==> src/rtl/mem_arbiter.sv <==
// Two-port memory arbiter: instruction fetch (p0) and data (p1) share one
// single-cycle-latency memory with round-robin arbitration and a bounded p1 lock.
module mem_arbiter #(
    parameter int unsigned DW       = 16,
    parameter int unsigned AW       = 16,
    parameter int unsigned LOCK_MAX = 4
) (
    input  logic          clk,
    input  logic          rst,
    input  logic          p0_req,
    input  logic [AW-1:0] p0_addr,
    output logic          p0_gnt,
    output logic          p0_rvalid,
    output logic [DW-1:0] p0_rdata,
    input  logic          p1_req,
    input  logic          p1_we,
    input  logic [AW-1:0] p1_addr,
    input  logic [DW-1:0] p1_wdata,
    input  logic          p1_lock,
    output logic          p1_gnt,
    output logic          p1_rvalid,
    output logic [DW-1:0] p1_rdata,
    output logic          mem_en,
    output logic          mem_we,
    output logic [AW-1:0] mem_addr,
    output logic [DW-1:0] mem_wdata,
    input  logic [DW-1:0] mem_rdata
);

    localparam int unsigned CW = $clog2(LOCK_MAX + 1);

    typedef enum logic [1:0] {IDLE, G0, G1, LK} state_t;

    state_t        state_q, state_d;
    logic          rr_q, rr_d;      // last granted port: 0 = p0, 1 = p1
    logic [CW-1:0] cnt_q, cnt_d;
    logic          gnt0, gnt1;
    logic          lock_hold;

    // State, round-robin pointer and lock counter
    always_ff @(posedge clk or negedge rst) begin
        if (!rst) begin
            state_q <= IDLE;
            rr_q    <= 1'b1;
            cnt_q   <= '0;
        end else begin
            state_q <= state_d;
            rr_q    <= rr_d;
            cnt_q   <= cnt_d;
        end
    end

    // Grant decision and next-state; grants are forced low while in reset
    always_comb begin
        gnt0      = 1'b0;
        gnt1      = 1'b0;
        state_d   = IDLE;
        rr_d      = rr_q;
        cnt_d     = '0;
        lock_hold = (state_q == LK) && p1_req && (cnt_q < CW'(LOCK_MAX));

        if (rst) begin
            if (lock_hold) begin
                gnt1 = 1'b1;
            end else if (p0_req && p1_req) begin
                gnt0 = rr_q;
                gnt1 = !rr_q;
            end else begin
                gnt0 = p0_req;
                gnt1 = p1_req && !p0_req;
            end
        end

        if (gnt0) begin
            state_d = G0;
            rr_d    = 1'b0;
        end else if (gnt1) begin
            rr_d = 1'b1;
            if (p1_lock) begin
                state_d = LK;
                // Saturate so p0 keeps priority until it is actually served
                cnt_d   = (cnt_q < CW'(LOCK_MAX)) ? cnt_q + CW'(1) : cnt_q;
            end else begin
                state_d = G1;
            end
        end
    end

    // Read-return tracking: one cycle after a granted read
    always_ff @(posedge clk or negedge rst) begin
        if (!rst) begin
            p0_rvalid <= 1'b0;
            p1_rvalid <= 1'b0;
        end else begin
            p0_rvalid <= gnt0;
            p1_rvalid <= gnt1 && !p1_we;
        end
    end

    assign p0_gnt    = gnt0;
    assign p1_gnt    = gnt1;
    assign mem_en    = gnt0 || gnt1;
    assign mem_we    = gnt1 && p1_we;
    assign mem_addr  = gnt0 ? p0_addr : (gnt1 ? p1_addr : '0);
    assign mem_wdata = gnt1 ? p1_wdata : '0;
    assign p0_rdata  = p0_rvalid ? mem_rdata : '0;
    assign p1_rdata  = p1_rvalid ? mem_rdata : '0;

endmodule

==> config.mk <==
export PLATFORM = sky130hd
export DESIGN_NAME = mem_arbiter
export DESIGN_NICKNAME = d
export VERILOG_FILES = /design/src/rtl/mem_arbiter.sv
export SDC_FILE = /design/constraint.sdc
export NUM_CORES = 1
export LEC_CHECK = 0
export BUFFER_PORTS_ARGS = -buffer_cell sky130_fd_sc_hd__buf_2
export CAP_MARGIN = 20
export CORE_UTILIZATION = 30
export DETAILED_ROUTE_END_ITERATION = 12
export PLACE_DENSITY = 0.85
export REMOVE_ABC_BUFFERS = 1
export SLEW_MARGIN = 20
export SYNTH_ARGS = -nofsm -noshare
export SYNTH_HDL_FRONTEND = slang
export SYNTH_SLANG_ARGS = --single-unit
export TNS_END_PERCENT = 100
==> constraint.sdc <==
create_clock -name clk -period 3.9 [get_ports clk]
set_clock_uncertainty 0.2 [all_clocks]
set_input_delay 0.39 -clock clk [delete_from_list [all_inputs] [get_ports clk]]
set_output_delay 0.39 -clock clk [all_outputs]
set_load 0.02 [all_outputs]
* After elaboration in Yosys (flattened, before gate mapping)
Index checks and enable logic that the tools add are counted.
** Word-level totals
- Word-level logic and storage cells :: 40
- Register bits :: 8
- Input port bits :: 70
- Output and inout port bits :: 70
** Operators by class
- Reduce and logical (&&, ||, !) cells :: 11
- Mux-type cells :: 20
- $add $sub $neg :: 1
- Equal/unequal tests :: 2
- Magnitude comparators :: 1
** Operators by type and width (count)
- 16-bit two-way mux :: 5
- 3-bit two-way mux :: 4
- 1-bit two-way mux :: 9
- 1-bit logical AND :: 6
- 2-bit two-way mux :: 2
- 4-bit by 3-bit inequality test with 1-bit output, second input constant :: 1
- 3-bit by 1-bit adder with 3-bit output, second input constant :: 1
- 1-bit zero test :: 3
- 3-bit < comparator, second input constant :: 1
- 2-bit equality test, second input constant :: 1
- 2-bit nonzero test :: 1
- 1-bit logical OR :: 1

* Depth between registers and ports, before layout
Gate-level depths: netlist (run 1).
- Depth after elaboration :: 7
- Mapped depth :: 4

* Worst setup path before layout (run 1)
No wires, ideal clock.
- Path kind :: register -> output
- Start :: register cnt_q[2]
- End :: output port mem_wdata[10]
- Required time :: 3310 ps
- Stages on the path, launching flop included :: 5
- Data arrival time :: 1397 ps
- Path buffers :: 1
- Slack :: 1913 ps
- Path through :: dfrtp_1 > nand3b_1 > a31oi_4 > buf_2 > and2_1
** Between the ends
- Longest elaborated chain between the ends :: 5
** RTL lines
- from (decl) :: line 36 : logic [CW-1:0] cnt_q, cnt_d;
- from (signal assigned) :: line 49 : cnt_q <= cnt_d;
- 3-bit < comparator :: line 60 : lock_hold = (state_q == LK) && p1_req && (cnt_q < CW'(LOCK_MAX));
- 1-bit logical AND :: line 60
- 1-bit two-way mux :: line 63 : if (lock_hold) begin
- 1-bit two-way mux :: line 62 : if (rst) begin
- net p1_gnt :: line 20 : output logic p1_gnt,
- 16-bit two-way mux :: line 105 : assign mem_wdata = gnt1 ? p1_wdata : '0;
- to (decl) :: line 26 : output logic [DW-1:0] mem_wdata,
The timed path passes the listed nets, and every way through them passes these cells.

* Worst setup path after layout (run 1)
- Start :: input port rst
- End :: output port mem_addr[0]
** Between the ends
- Longest elaborated chain between the ends :: 3
- Elaborated cells between the ends (all ways) :: 4
- Classes of those cells :: 4 x mux
** RTL lines
- from (decl) :: line 9 : input logic rst,
- 1-bit two-way mux :: line 62
- 16-bit two-way mux :: line 104 : assign mem_addr = gnt0 ? p0_addr : (gnt1 ? p1_addr : '0);
- 16-bit two-way mux * :: line 104
- to (decl) :: line 25 : output logic [AW-1:0] mem_addr,
Every way passes the cells marked *; elsewhere a longest branch is shown, timed or not.

==> flow_summary.json, run 1 <==
{
  "drv_slew": 0,
  "min_path_type": "in2reg",
  "cts_sinks": 8,
  "worstHoldPathCells": 2,
  "power_frac_comb_pct": 51.2,
  "ys.flop_type": "dfrtp_1",
  "grt_busiest_layer": "met2",
  "p_clk_share_pct": 19.8,
  "start_util_pct": 31.7,
  "yosys.area.top_type": "and2_1",
  "num_antenna_cells": 0,
  "r2r-start": "cnt_q[2]",
  "portBuffers": 139,
  "clock_path_buffers": 2,
  "grt.overflow.total": 0,
  "yosysSeqAreaShare_pct": 23.0,
  "post_dp_cell_area_mm2": 0.00157,
  "period_needed_ns": 3.00,
  "hpwl_um": 2730,
  "first_pass_iters": 4,
  "synth_edf_count": 0,
  "tightest_slew_ns": 0.732,
  "rsz0062_at_grt": "false",
  "ant_nets": 0,
  "fmax_mhz": 333,
  "hold_violations": 0,
  "placed_cells": 265,
  "viasPerCell": 4.67,
  "cpMostUsedCell": "buf_2",
  "gr-usage-met1_pct": 18.9,
  "wl_per_cell_um": 11.9,
  "synth_cell_type_count": 26,
  "cp_slowest_cell": "a31oi_4",
  "slowest_delay_ns": 0.63,
  "cts_resized": 0,
  "critPathBufInv": 3,
  "end_kind": "output pin",
  "leakage_uw": 0.00102,
  "clk-insertion-delay-late_ns": 0.26,
  "track_usage_pct": 19.7,
  "cp.depth": 6,
  "yosys_warnings": 0,
  "power_density_mw_per_mm2": 214,
  "ios": 140,
  "seq_power_share_pct": 29.0,
  "cts_max_level": 1,
  "r2r_end": "state_q[0]",
  "root_buffer": "clkbuf_4",
  "grtUsageMet3_pct": 5.81,
  "final_area_mm2": 0.00161,
  "cts_tree": "done",
  "dieArea_mm2": 0.00314,
  "fp.dieW_um": 56.0,
  "layout-drive-gt1-share_pct": 67.4,
  "place_congestion": 0.783,
  "relSlewSlack_pct": 51.2,
  "drcViolationCount": 0,
  "grt_max_degree": 35,
  "area_growth_pct": 84.0,
  "wl_um": 3200,
  "setup_viol": 0,
  "core_area_mm2": 0.00276,
  "num_rows": 19,
  "syn_avg_cell_area_um2": 8.66,
  "synth_top_area_share_pct": 35.1,
  "die-height_um": 56.0,
  "internal_power_uw": 207,
  "status": "complete, no violations",
  "grt_pass1_wl_um": 4880,
  "final_nets": 311,
  "crit_start": "rst",
  "setup_tns_ns": 0,
  "grt_pass1_vias": 1144,
  "dr.first_iter.drc_count": 50,
  "rrSetupSlack_ns": 2.18,
  "finalCritPeriodShare_pct": 77.0,
  "critPathKind": "in2out",
  "min_to": "p1_rvalid",
  "synth-seq-cells": 8,
  "critPathLaunchType": "primary input",
  "async_flop_share_pct": 100,
  "p_sw_uw": 137,
  "peakVddDrop_mv": 0.191,
  "path_max_fanout": 34,
  "path_clk_slew_ns": 0.05,
  "finalNonFillerCells": 270,
  "cts_buffers": 3,
  "antenna_found_initial": 0,
  "maxCapViolations": 0,
  "hp-start": "p1_we",
  "synth_area_um2": 875,
  "cp_top_family": "buffers and inverters",
  "rr_worst_depth": 3,
  "synthCells": 101,
  "num_vias": 1261,
  "swShare_pct": 39.8,
  "crit_required_ns": 3.31,
  "grt_use_met2_pct": 41.7,
  "path_cells": "dlygate4sd3_1, buf_2, nand2_1, a31oi_4, a22o_2, buf_2",
  "synthTopCellsByArea": "and2_1 (35%), dfrtp_1 (20%), a22o_2 (17%)",
  "worst_ep_arrival_time_ns": 2.41
}
==> what timing repair did <==
| item | CTS | global route |
|---|---|---|
| hold buffers | 1 | 0 |
| setup buffers | 0 | 0 |
| endpoints found under the hold margin | 7 | 0 |
==> power by group through the flow <==
stage | sequential, µW | combinational, µW | clock (µW)
floorplan | 100 | 98.2 | 0
global placement | 101 | 174 | 0
detailed placement | 101 | 176 | 0
CTS | 99.9 | 178 | 68.8
global route | 101 | 190 | 73.9
finish | 99.8 | 176 | 68.2
==> Yosys cell counts (all sizes together), types with 2 or more instances <==
| cell type | instances |
|---|---|
| and2 | 49 |
| a22o | 16 |
| dfrtp | 7 |
| nor3 | 5 |
| buf | 3 |
| clkbuf | 3 |
| o21ai | 3 |
| a31oi | 2 |
| nand2 | 2 |
==> kinds of logic after synthesis <==
family                     Yosys count  synth area share, %
DFF                                  8                 23.0
buffers and inverters                6                 4.15
muxes                                1                 1.14
adders and majority gates            1                 1.43
xor gates and xnor gates             1                 1.00
and+or+nand+nor                     61                 44.5
AOI/OAI and AO/OA                   23                 24.7
==> layer usage <==
layer | up-vias | routed length, µm
met2 | 85 | 1810
met1 | 547 | 1060
met4 | 0 | 0
met5 | - | 0
li1 | 629 | -
met3 | 0 | 328
==> state kept, by name, indices dropped and copies added (netlist names) <==
signal and cells:
state_q 2, p1_rvalid 1, cnt_q 3, rr_q 1, p0_rvalid 1
==> worst register-to-register path: cells and delay by family, from the launching register on <==
| kind | cells | cell delay (ns) |
|---|---|---|
| and+or+nand+nor | 2 | 0.84 |
| DFF | 1 | 0.43 |
| AOI/OAI and AO/OA | 1 | 0.20 |
==> how the worst max path moves through the flow <==
stage | to | slack, ns
finish | mem_addr[0] | 0.90
global route | mem_addr[12] | 0.71
CTS | mem_addr[0] | 0.88
detailed placement | mem_addr[0] | 1.42
global placement | mem_addr[2] | 1.48
floorplan | mem_addr[7] | 1.73
==> through the flow <==
step	utilization, %	total power [µW]	setup slack, ns	hold slack, ns
finish	58.3	344	0.895	0.109
global route	58.3	365	0.714	0.119
CTS	58.3	346	0.884	0.109
detailed placement	57.0	278	1.42	0.0592
global placement	57.0	275	1.48	0.0574
floorplan	-	198	1.73	-0.106
==> placed cells by master, fill, tap and decap left out <==
cell           Yosys  layout
a22o_1             1       1
a22o_2            15      15
a31oi_1            1       1
a31oi_4            1       1
and2_1            49      49
and3_1             1       1
and4b_4            1       1
buf_2              1     139
clkbuf_1           2       1
clkbuf_4           0       3
dfrtp_1            7       7
dfstp_2            1       1
dlygate4sd3_1      0       1
ha_1               1       1
mux2i_1            1       1
nand2_1            2       2
nand3_1            1       1
nand3b_1           1       1
nor2b_1            1       1
nor3_1             4       4
nor3_4             1       1
o21a_1             1       1
o21ai_0            3       3
o21bai_1           1       1
xor2_1             1       1
==> cell type report <==
type	instances	area (µm²)
well taps	31	38.8
flip-flops and latches	8	201
clock buffers	4	26.3
fillers	261	1150
repair buffers	140	706
multi-input cells	87	637
Power figures use the tool's default switching activity.
==> run 2: changes to the inputs <==
Settings changed: CORE_UTILIZATION 30 to 26, PLACE_DENSITY 0.85 to 0.78.
Clock period 3.9 ns to 2.6 ns, I/O delays scaled along.
==> run 2 against run 1 <==
Compared with the run above:
- register-to-register slack got worse by 1.0 ns
- cell area increased by 3.8%
- total power increased by 53%
- clock-buffer cell count unchanged
- combinational power increased by 56%
- setup slack got worse by 0.69 ns
==> flow_summary.json, run 2 (same netlist as run 1, synthesis figures left out) <==
{
  "grt_max_degree": 19,
  "wl_um": 3370,
  "portBuffers": 139,
  "crit_required_ns": 2.14,
  "num_rows": 20,
  "ios": 140,
  "fmax_mhz": 417,
  "wl_per_cell_um": 11.7,
  "cp_slowest_cell": "dlygate4sd3_1",
  "core_area_mm2": 0.00313,
  "setup_tns_ns": 0,
  "clk-insertion-delay-late_ns": 0.26,
  "setup_slack_ns": 0.202,
  "power_frac_comb_pct": 52.1,
  "worstHoldPathCells": 3,
  "hold_ws_ns": 0.0562,
  "slowest_delay_ns": 0.51,
  "dieArea_mm2": 0.00360,
  "grt_pass1_wl_um": 4290,
  "clock_path_buffers": 2,
  "num_antenna_cells": 0,
  "root_buffer": "clkbuf_4",
  "swShare_pct": 39.6,
  "antenna_found_initial": 0,
  "maxCapViolations": 0,
  "setup_viol": 0,
  "r2r-start": "cnt_q[2]",
  "critPathKind": "in2out",
  "max_flop_register": "cnt_q",
  "rrSetupSlack_ns": 1.14,
  "cts_max_level": 1,
  "grt_pass1_vias": 1019,
  "rsz0062_at_grt": "false",
  "hold_violations": 0,
  "layout_commonest_cell": "buf_2",
  "final_nets": 315,
  "area_growth_pct": 91.0,
  "path_clk_slew_ns": 0.05,
  "top_regs": "cnt_q x3, state_q x2",
  "rr_worst_depth": 3,
  "cts_sinks": 8,
  "path_max_fanout": 18,
  "fp.dieW_um": 60,
  "relSlewSlack_pct": 72.6,
  "critPathLaunchType": "primary input",
  "worst_ep_arrival_time_ns": 1.94,
  "layout-drive-gt1-share_pct": 67.5,
  "tightest_slew_ns": 0.411,
  "p_sw_uw": 209,
  "min_path_type": "in2reg",
  "start_util_pct": 28.0,
  "largest_reg_flops": 3,
  "post_dp_cell_area_mm2": 0.00162,
  "internal_power_uw": 319,
  "die-height_um": 60,
  "preCtsSetupSlack_ns": 0.536,
  "hp-start": "p1_lock",
  "viasPerCell": 4.60,
  "seq_power_share_pct": 28.4,
  "path_cells": "dlygate4sd3_1, buf_2, buf_4, nand2_1, nor3_4, buf_4, a22o_2, buf_2",
  "drcViolationCount": 0,
  "peakVddDrop_mv": 0.262,
  "cts_buffers": 3,
  "hpwl_um": 2940,
  "track_usage_pct": 16.3,
  "end_kind": "output pin",
  "p_clk_share_pct": 19.6,
  "power_density_mw_per_mm2": 316,
  "ant_nets": 0,
  "min_to": "cnt_q[2]",
  "num_vias": 1319,
  "finalCritPeriodShare_pct": 92.2,
  "first_pass_iters": 3,
  "r2r_end": "cnt_q[2]",
  "leakage_uw": 0.00105,
  "dr.first_iter.drc_count": 35,
  "grt.overflow.total": 0,
  "cts_resized": 0,
  "drv_slew": 0,
  "final_area_mm2": 0.00167,
  "layout_common_cells": "buf_2 (139), and2_1 (49), a22o_2 (15), dfrtp_1 (7), nor3_1 (4)",
  "status": "complete, no violations",
  "period_needed_ns": 2.40,
  "place_congestion": 0.891,
  "cts_tree": "done"
}
[run 2: changes by cell type in the layout (fill, tap and decap cells not counted), sizes merged]
cell	change
dlygate4sd3	+1
buf	+3
[run 2: layer usage]
metal | up-vias | routed length (µm) | share of wire (%) | track usage [%]
li1 | 639 | - | - | -
met3 | 9 | 353 | 10 | 4.55
met2 | 86 | 1820 | 54 | 32.2
met4 | 0 | 78 | 2.3 | 7.97
met5 | - | 0 | 0 | 0
met1 | 585 | 1120 | 33 | 15.0
[run 2: worst max-delay path, delay by kind of cell]
kind | cells | cell delay, ns
AO/OA/AOI/OAI | 1 | 0.17
buffers and inverters | 5 | 1.19
AND/OR/NAND/NOR | 2 | 0.32
[run 2: power groups by stage]
stage | Sequential, µW | Combinational (µW) | Clock, µW
after detailed placement | 152 | 275 | 0
after CTS | 150 | 278 | 108
after global placement | 152 | 271 | 0
after global routing | 151 | 296 | 115
after floorplan | 150 | 147 | 0
final | 150 | 275 | 103
[run 2: worst max path at each step]
stage	cells after the start	end	start	slack [ns]
after global placement	5	mem_addr[0]	cnt_q[2]	0.58
after detailed placement	5	mem_addr[14]	cnt_q[2]	0.54
after CTS	8	mem_addr[14]	rst	0.17
final	8	mem_addr[14]	rst	0.20
after floorplan	3	mem_addr[7]	cnt_q[2]	0.56
after global routing	7	mem_we	rst	0.1
[run 2: cell type report]
| cell class | count | area, µm² |
|---|---|---|
| multi-input cells | 87 | 637 |
| well taps | 44 | 55.1 |
| flip-flops and latches | 8 | 201 |
| clock buffers | 4 | 26.3 |
| repair buffers | 144 | 751 |
| fillers | 319 | 1460 |
[run 2: what timing repair did]
item                       4_1_cts  5_1_grt
buffers inserted                 0        0
hold buffers                     2        0
hold endpoints to repair         9        0
setup endpoints to repair        0        0
[run 2: metrics by stage]
step	power [µW]	cells	utilization, %
after floorplan	298	95	-
after global placement	423	281	51.9
after detailed placement	427	281	51.9
after CTS	536	287	53.4
after global routing	563	287	53.4
final	528	287	53.4
